--- config.mk ---
export PLATFORM = sky130hd
export DESIGN_NAME = tx_receiver
export DESIGN_NICKNAME = d
export VERILOG_FILES = /design/src/rtl/crc_net_pkg.sv /design/src/rtl/crc16_serial.sv /design/src/rtl/tx_receiver.sv
export SDC_FILE = /design/constraint.sdc
export NUM_CORES = 1
export LEC_CHECK = 0
export BUFFER_PORTS_ARGS = -buffer_cell sky130_fd_sc_hd__buf_2
export CORE_AREA = 2 2 141 171
export CTS_BUF_LIST = sky130_fd_sc_hd__clkbuf_16
export CTS_CLUSTER_SIZE = 16
export DETAILED_ROUTE_END_ITERATION = 8
export DIE_AREA = 0 0 143 173
export PLACE_DENSITY = 0.82
export SLEW_MARGIN = 30
export SYNTH_ARGS = -nofsm -noshare
export SYNTH_HDL_FRONTEND = slang
export SYNTH_SLANG_ARGS = --single-unit
export TNS_END_PERCENT = 5
--- constraint.sdc ---
create_clock -name clk -period 5 [get_ports clk]
set_clock_uncertainty 0.1 [all_clocks]
set_input_delay 0.25 -clock clk [delete_from_list [all_inputs] [get_ports clk]]
set_output_delay 0.25 -clock clk [all_outputs]
set_load 0.01 [all_outputs]
--- src/rtl/crc_net_pkg.sv ---
// Shared constants for the CRC network link (transmitter and receiver),
// the receiver FSM state type and a one-bit CRC-16-CCITT step.
package crc_net_pkg;

   localparam int          PKT_W     = 136;
   localparam logic [7:0]  SYNC_BYTE = 8'hD5;
   localparam logic [15:0] CRC_POLY  = 16'h1021;
   localparam logic [15:0] CRC_INIT  = 16'hFFFF;
   // Lowest packet bit covered by the CRC; bits below it hold the CRC itself.
   localparam int          CRC_LO    = 16;

   typedef enum logic [2:0] {
      ST_IDLE,
      ST_START,
      ST_DATA,
      ST_STOP,
      ST_WAIT_HIGH
   } rx_state_e;

   // One MSB-first LFSR step: shift left, fold the polynomial in when the
   // bit leaving the register differs from the incoming data bit.
   function automatic logic [15:0] crc16_step(input logic [15:0] crc,
                                              input logic        din);
      logic fb;
      fb = crc[15] ^ din;
      return {crc[14:0], 1'b0} ^ (fb ? CRC_POLY : 16'h0000);
   endfunction

endpackage

--- src/rtl/crc16_serial.sv ---
// Serial CRC-16-CCITT generator: one data bit per enabled clock.
// init reloads the seed and takes priority over en.
module crc16_serial
   import crc_net_pkg::*;
(
   input  logic        clk,
   input  logic        rst,
   input  logic        init,
   input  logic        en,
   input  logic        din,
   output logic [15:0] crc
);

   logic [15:0] r_crc;

   // CRC register: reseed on init, advance one bit on en.
   // NOTE: sequential state uses non-blocking assignments so every flop
   // samples the values that existed before the clock edge.
   always_ff @(posedge clk or posedge rst) begin
      if (rst) begin
         r_crc <= CRC_INIT;
      end else if (init) begin
         r_crc <= CRC_INIT;
      end else if (en) begin
         r_crc <= crc16_step(r_crc, din);
      end
   end

   assign crc = r_crc;

endmodule

--- src/rtl/tx_receiver.sv ---
// Serial receiver for the CRC network link: synchronizes rx_line, samples
// one start bit, 136 data bits (MSB first) and a stop bit, then checks the
// sync byte and CRC-16 before strobing rx_valid.
// Optional macro RX_ERR_COUNT_EN adds the saturating err_count output.
module tx_receiver
   import crc_net_pkg::*;
#(
   parameter int BIT_CYCLES = 434
)(
   input  logic             clk,
   input  logic             rst,
   input  logic             rx_line,
   output logic [PKT_W-1:0] rx_packet,
   output logic             rx_valid,
   output logic             crc_ok,
   output logic             frame_err,
   output logic             rx_busy
`ifdef RX_ERR_COUNT_EN
   ,
   output logic [7:0]       err_count
`endif
);

   localparam int                BAUD_W   = $clog2(BIT_CYCLES);
   localparam logic [BAUD_W-1:0] HALF_M1  = BAUD_W'(BIT_CYCLES / 2 - 1);
   localparam logic [BAUD_W-1:0] FULL_M1  = BAUD_W'(BIT_CYCLES - 1);
   localparam logic [7:0]        LAST_BIT = 8'(PKT_W - 1);
   localparam logic [7:0]        CRC_BITS = 8'(PKT_W - CRC_LO);

   rx_state_e         r_state;
   rx_state_e         w_next_state;
   logic              r_sync1;
   logic              r_sync2;
   logic              r_sync3;
   logic              w_fall;
   logic [BAUD_W-1:0] r_baud;
   logic [7:0]        r_bit_cnt;
   logic [PKT_W-1:0]  r_shift;
   logic [PKT_W-1:0]  r_rx_packet;
   logic              r_rx_valid;
   logic              r_crc_ok;
   logic              r_frame_err;
   logic              w_tick;
   logic              w_start_frame;
   logic              w_shift_en;
   logic              w_crc_en;
   logic              w_accept;
   logic              w_reject;
   logic [15:0]       w_crc;

   // Two-flop synchronizer plus one history flop for falling-edge detection.
   // Reset to 1 so an idle-high line does not look like a start edge.
   always_ff @(posedge clk or posedge rst) begin
      if (rst) begin
         r_sync1 <= 1'b1;
         r_sync2 <= 1'b1;
         r_sync3 <= 1'b1;
      end else begin
         r_sync1 <= rx_line;
         r_sync2 <= r_sync1;
         r_sync3 <= r_sync2;
      end
   end

   assign w_fall = r_sync3 & ~r_sync2;

   // FSM state register.
   always_ff @(posedge clk or posedge rst) begin
      if (rst) begin
         r_state <= ST_IDLE;
      end else begin
         r_state <= w_next_state;
      end
   end

   // Next state and per-cycle control strobes; samples happen when the baud
   // counter reaches half a bit (START) or a full bit (DATA/STOP).
   // NOTE: every signal driven here gets a default first, so no path can
   // leave one unassigned and infer a latch.
   always_comb begin
      w_next_state  = r_state;
      w_tick        = 1'b0;
      w_start_frame = 1'b0;
      w_shift_en    = 1'b0;
      w_accept      = 1'b0;
      w_reject      = 1'b0;
      case (r_state)
         ST_IDLE: begin
            if (w_fall) begin
               w_start_frame = 1'b1;
               w_next_state  = ST_START;
            end
         end
         ST_START: begin
            w_tick = (r_baud == HALF_M1);
            if (w_tick) begin
               // A high line at mid start bit was only a glitch.
               w_next_state = r_sync2 ? ST_IDLE : ST_DATA;
            end
         end
         ST_DATA: begin
            w_tick = (r_baud == FULL_M1);
            if (w_tick) begin
               w_shift_en = 1'b1;
               if (r_bit_cnt == LAST_BIT) begin
                  w_next_state = ST_STOP;
               end
            end
         end
         ST_STOP: begin
            w_tick = (r_baud == FULL_M1);
            if (w_tick) begin
               if (r_sync2) begin
                  w_accept     = 1'b1;
                  w_next_state = ST_IDLE;
               end else begin
                  w_reject     = 1'b1;
                  w_next_state = ST_WAIT_HIGH;
               end
            end
         end
         ST_WAIT_HIGH: begin
            if (r_sync2) begin
               w_next_state = ST_IDLE;
            end
         end
         default: w_next_state = ST_IDLE;
      endcase
   end

   // Baud counter: restarts on the start edge and after every sample.
   always_ff @(posedge clk or posedge rst) begin
      if (rst) begin
         r_baud <= '0;
      end else if (w_start_frame || w_tick) begin
         r_baud <= '0;
      end else if (r_state == ST_START || r_state == ST_DATA ||
                   r_state == ST_STOP) begin
         r_baud <= r_baud + BAUD_W'(1);
      end
   end

   // Data bit counter: number of data bits sampled so far in this frame.
   always_ff @(posedge clk or posedge rst) begin
      if (rst) begin
         r_bit_cnt <= '0;
      end else if (w_start_frame) begin
         r_bit_cnt <= '0;
      end else if (w_shift_en) begin
         r_bit_cnt <= r_bit_cnt + 8'd1;
      end
   end

   // Deserializer: first received bit ends up in the MSB.
   // NOTE: the shift register is deliberately not reset; it is only read
   // after all 136 bits of the current frame have been shifted in.
   always_ff @(posedge clk) begin
      if (w_shift_en) begin
         r_shift <= {r_shift[PKT_W-2:0], r_sync2};
      end
   end

   // Only the sync byte and payload feed the CRC, not the trailing CRC field.
   assign w_crc_en = w_shift_en && (r_bit_cnt < CRC_BITS);

   crc16_serial u_crc (
      .clk  (clk),
      .rst  (rst),
      .init (w_start_frame),
      .en   (w_crc_en),
      .din  (r_sync2),
      .crc  (w_crc)
   );

   // Registered result strobes; packet and status only change on a good stop.
   always_ff @(posedge clk or posedge rst) begin
      if (rst) begin
         r_rx_packet <= '0;
         r_rx_valid  <= 1'b0;
         r_crc_ok    <= 1'b0;
         r_frame_err <= 1'b0;
      end else begin
         r_rx_valid  <= w_accept;
         r_frame_err <= w_reject;
         if (w_accept) begin
            r_rx_packet <= r_shift;
            r_crc_ok    <= (w_crc == r_shift[CRC_LO-1:0]) &&
                           (r_shift[PKT_W-1 -: 8] == SYNC_BYTE);
         end
      end
   end

   assign rx_packet = r_rx_packet;
   assign rx_valid  = r_rx_valid;
   assign crc_ok    = r_crc_ok;
   assign frame_err = r_frame_err;
   assign rx_busy   = (r_state != ST_IDLE);

`ifdef RX_ERR_COUNT_EN
   logic [7:0] r_err_count;

   // Error counter: bad stop bits plus frames that failed CRC/sync; sticks at 8'hFF.
   always_ff @(posedge clk or posedge rst) begin
      if (rst) begin
         r_err_count <= 8'h00;
      end else if ((r_frame_err || (r_rx_valid && !r_crc_ok)) &&
                   (r_err_count != 8'hFF)) begin
         r_err_count <= r_err_count + 8'h01;
      end
   end

   assign err_count = r_err_count;
`endif

endmodule

## Word level (Yosys, flattened, before mapping)

Index checks and enable logic that the tools add are counted.

- $add $sub $neg: 2
- Order comparisons: 1
- Equal/unequal tests: 15
- Muxes and demuxes: 27
- Bitwise operators: 4
- Reductions and logical operators: 12

Operator list:

| cell | count |
|---|---|
| $mux W16 | 2 |
| $mux W3 | 7 |
| $mux W9 | 2 |
| $eq A16 B16 Y1 | 1 |
| $eq A8 B8 Y1 const B | 2 |
| $mux W8 | 2 |
| $xor A16 B16 Y16 | 1 |
| $pmux W3 S5 | 1 |
| $mux W13 | 1 |
| $ne A2 B2 Y1 const B | 6 |
| $mux W1 | 10 |
| $add A9 B1 Y9 const B | 1 |
| $eq A9 B8 Y1 const B | 1 |
| $eq A9 B9 Y1 const B | 1 |
| $add A8 B1 Y8 const B | 1 |
| $lt A8 B7 Y1 const B | 1 |
| $eq A3 B2 Y1 const B | 2 |
| $reduce_and A6 Y1 | 1 |
| $reduce_bool A2 Y1 | 3 |
| $eq A3 B1 Y1 const B | 1 |
| $eq A3 B3 Y1 const B | 1 |
| $logic_not A3 Y1 | 1 |
| $logic_or A1 B1 Y1 | 3 |
| $reduce_bool A3 Y1 | 1 |
| other kinds (7) | 8 |

- Bits in registers: 314
- Output and inout port bits: 140
- Word-level logic and storage cells: 73

## Depth between registers and ports, before layout

- Depth after elaboration: 6
- Depth in mapped cells: 8
- Mapped depth without buffers: 7

## Cells and area by module

From an unflattened synthesis, not the netlist that was laid out.

- Cells, all modules: 654
- Area, all modules: 11553.6 µm²

Modules (own cells, without submodules):

| module | times used | cells each | area each (µm²) | sequential area each (µm²) |
|---|---|---|---|---|
| tx_receiver | 1 | 597 | 10809.1 | 8141.6 |
| crc16_serial | 1 | 57 | 744.5 | 420.4 |

## Worst setup path after synthesis

No wires, ideal clock.

- Path kind: reg2reg
- Start point: register r_baud[1]
- End point: register r_bit_cnt[4]
- Library setup time: 0.137 ns
- Arrival time: 4.499 ns
- Path slack: 0.265 ns
- Stages on the path, launching flop included: 9
- Path buffers: 1
- Period minus slack after synthesis: 4.735 ns
- Cell sequence: dfrtp_1 inv_1 ha_1 nand4b_1 or4_1 clkbuf_2 inv_1 nand3_1 mux2i_1

- Longest elaborated chain between the ends: 4

RTL lines:

| what | RTL line | source |
|---|---|---|
| start, declared | tx_receiver.sv:36 | `logic [BAUD_W-1:0] r_baud;` |
| start signal, assigned | tx_receiver.sv:139 | `r_baud <= r_baud + BAUD_W'(1);` |
| $eq A9 B9 Y1 | tx_receiver.sv:102 | `w_tick = (r_baud == FULL_M1);` |
| $mux W1 | tx_receiver.sv:103 | `if (w_tick) begin` |
| $mux W1 | tx_receiver.sv:87 | `case (r_state)` |
| net w_shift_en | tx_receiver.sv:45 | `logic w_shift_en;` |
| $reduce_bool A2 Y1 (no line) | - |  |
| end signal, assigned | tx_receiver.sv:150 | `r_bit_cnt <= r_bit_cnt + 8'd1;` |
| end, declared | tx_receiver.sv:37 | `logic [7:0] r_bit_cnt;` |

The timed path passes the listed nets, and every way through them passes these cells.
A chain may end at the register's enable or synchronous reset.

## Worst setup path in the final report

- Start point: register r_baud[1]
- End point: register r_shift[59] (enable)

- Longest elaborated chain between the ends: 3

RTL lines:

| what | RTL line | source |
|---|---|---|
| $eq A9 B9 Y1 | tx_receiver.sv:102 |  |
| $mux W1 | tx_receiver.sv:103 |  |
| $mux W1 | tx_receiver.sv:87 |  |
| net w_shift_en | tx_receiver.sv:45 |  |
| end signal, assigned | tx_receiver.sv:159 | `r_shift <= {r_shift[PKT_W-2:0], r_sync2};` |
| end, declared | tx_receiver.sv:38 | `logic [PKT_W-1:0] r_shift;` |

The timed path passes the listed nets, and every way through them passes these cells.

==> flow_summary.toml <==
[outcome]
outcome = "completed"

[drt]
drc = 0
initialDrtViolationCount = 450
vias = 6030
routedWlPerCell_um = 17.70
drtAntennaViolNets = 0
drtPass1Iterations = 4
vias_per_cell = 5.234
drt-total-wl_mm = 20.39

[clock_network]
cts_resized = 0
numCtsBuffers = 29
insertion_delay_ns = 0.53
clockRootBuffer = "clkbuf_16"
ctsLongestPathBuffers = 3
tritoncts = "built"
clkTransAtPathRegs_ns = 0.06
cts.sinks = 314
htreeDepth = 1

[layout]
fin_nets = 821
drive_above_1_share = 0.4182
fin_area_mm2 = 0.01342
areaGrowthSynthToFinish_pct = 18.20
mostFrequentLayoutCells = "dfrtp_1, buf_2, mux2_2, edfxtp_1, nand3_1"
final_util = 0.5841
final.fill_count = 1727
final_common_cell = "dfrtp_1"
n_antenna_cell = 0

[timing]
finalCriticalPeriod_ns = 3.317
tightest_slew_ns = 0.9255
post-route-period-util = 0.6635
hold_viol_final = 0
slew_headroom = 0.3830
setup_viol = 0
slew_violations = 0
fin_ws_ns = 1.683
fin_setup_tns_ns = 0
rsz0062_at_grt = "false"
fmax_mhz = 301.5

[worst_setup_path]
start_kind = "flip-flop"
cp.required_ns = 5.11
critPathKind = "reg2reg"
cp-end-kind = "flip-flop"
crit_fanout = 92
arrival_ns = 3.43

[power]
clock_power_share = 0.420
seqPwrFrac = 0.543
power_frac_comb = 0.038
p_int_uw = 4080
power_switching_uw = 1081
swShare = 0.2094
leakagePower_uw = 0.005750
p_per_area_mw_per_mm2 = 384.6
ir_drop_mv = 0.2605

[flow_run]
cap_violations = 0

[synth]
synthAdderAreaFrac = 0.004409
synth-simple-area-share = 0.05081
synth_compound_area_frac = 0.01808
syn_area_mm2 = 0.01135
ys_seq_elements = 314
synthCells = 659
synth_top_family_by_area = "multiplexers"
synth_fp_nets = 666
synth_seq_area_share = 0.7542
synth.distinct_cells = 40
muxShareOfSynthArea = 0.1367
synth_xor_area_frac = 0.02160
synth.avg_cell_area_um2 = 17.23
yosysWarnings = 0

[grt]
grt_max_degree = 142
grtUsageTotal = 0.1639
grt_pass1_wl_mm = 32.80
grt_pass1_vias = 6133
antenna_found_initial = 0
grt.overflow.total = 0

[floorplanning]
die_h_um = 173
pin_count = 143
num_rows = 61
start_util = 0.4941
die_area_mm2 = 0.02474
fp.dieW_um = 143
core-area_mm2 = 0.02297

[min_path]
min_path_type = "in2async"

[placement]
placed_cell_area_mm2 = 0.01243
gp_congestion = 0.7622
hpwl_mm = 12.36
port_buffers = 142
dpl_worst_slack_ns = 1.675
stage by stage:
step           power, uW  hold WS (ns)  std cells
2_1_floorplan       2984        0.1545        659
3_3_place_gp        3031        0.2492       1095
3_5_place_dp        3044        0.2490       1095
4_1_cts             5234        0.2376       1151
5_1_grt             5369        0.1512       1152
6_report            5160        0.1289       1152
timing repair:
action	CTS	global route
endpoints found under the setup margin	0	0
hold endpoints to repair	28	0
hold buffers	2	0
setup buffers	0	0
state kept, by name, indices dropped and copies added, names as in the netlist:
signal and count:
r_shift 136, r_sync3 1, crc_ok 1, rx_packet 136, r_bit_cnt 8, frame_err 1
rx_valid 1, u_crc.crc 16, r_sync1 1, r_state 3, r_sync2 1, r_baud 9
cell type report:
class	count	area [um2]	share of cell area
Clock buffer	29	725.7	0.05408
Inverter	12	53.80	0.004010
Sequential cell	314	8562	0.6381
Clock inverter	25	221.5	0.01650
Tap cell	315	394.1	0.02937
Multi-Input combinational cell	307	2635	0.1964
Timing Repair Buffer	150	825.8	0.06154
power by group through the flow:
stage	registers (uW)	clock network, uW	logic [uW]
finish	2800	2170	195
global route	2800	2340	225
CTS	2800	2240	197
detailed placement	2850	0	194
global placement	2840	0	187
floorplan	2830	0	154
cells in the mapped netlist:
cell	instances	share of area
a2111o_1	1	0.00099
a211oi_1	1	0.00066
a21oi_1	9	0.0040
a31oi_1	1	0.00055
and2_1	1	0.00055
and3_1	1	0.00055
and4b_1	1	0.00088
buf_2	14	0.0062
clkbuf_1	11	0.0036
clkbuf_2	1	0.00044
dfrtp_1	159	0.35
dfstp_2	19	0.044
edfxtp_1	136	0.36
ha_1	4	0.0044
inv_1	12	0.0040
mux2_2	136	0.13
mux2i_1	2	0.0018
nand2_1	7	0.0023
nand2b_1	2	0.0011
nand3_1	36	0.016
nand3b_1	1	0.00066
nand4_1	5	0.0028
nand4b_1	2	0.0015
nand4bb_4	1	0.0024
nor2_1	14	0.0046
nor3_1	6	0.0026
nor3b_1	3	0.0020
nor4_1	8	0.0044
nor4bb_1	1	0.00088
o21ai_0	19	0.0084
o21bai_1	1	0.00066
o221a_2	1	0.00099
o22ai_1	1	0.00055
o31ai_1	2	0.0013
or3_1	7	0.0039
or3b_2	1	0.00077
or4_1	3	0.0020
or4bb_1	1	0.00099
xnor2_1	14	0.011
xor2_1	14	0.011
critical path: stages (launching register included):
cell	delay (ns)
dfrtp_1	0.41
inv_1	0.09
ha_1	0.14
nand4b_1	0.21
or4_1	0.86
inv_6	0.82
buf_12	0.35
per-layer routing:
metal  routed length (um)  up-vias  GRT usage
met1                 8873     3119     0.2292
met2                10030      153     0.2663
li1                     -     2730          -
met4                  382        0    0.04125
met5                    0        -          0
met3                 1102       28    0.03185
cells by family (layout without fill, tap and decap cells):
| family | Yosys count | count (layout) |
|---|---|---|
| mux | 138 | 138 |
| xor+xnor | 28 | 28 |
| compound gates | 36 | 36 |
| simple gates | 101 | 101 |
| flops | 314 | 314 |
| fa+ha+maj | 4 | 4 |
| buf+inv | 38 | 216 |
worst paths after layout:
check | startpoint | endpoint | slack, ns | cells past startpoint
max | r_baud[1] | r_shift[59] | 1.68 | 6
min in group clk | r_sync1 | r_sync2 | 0.26 | 0
max reg2reg | r_baud[1] | r_shift[59] | 1.68 | 6
min reg2reg | r_sync1 | r_sync2 | 0.26 | 0
max in group asynchronous | rst | rx_packet[12] | 3.57 | 4
min | rst | rx_packet[22] | 0.13 | 3
Power figures use the tool's default switching activity.
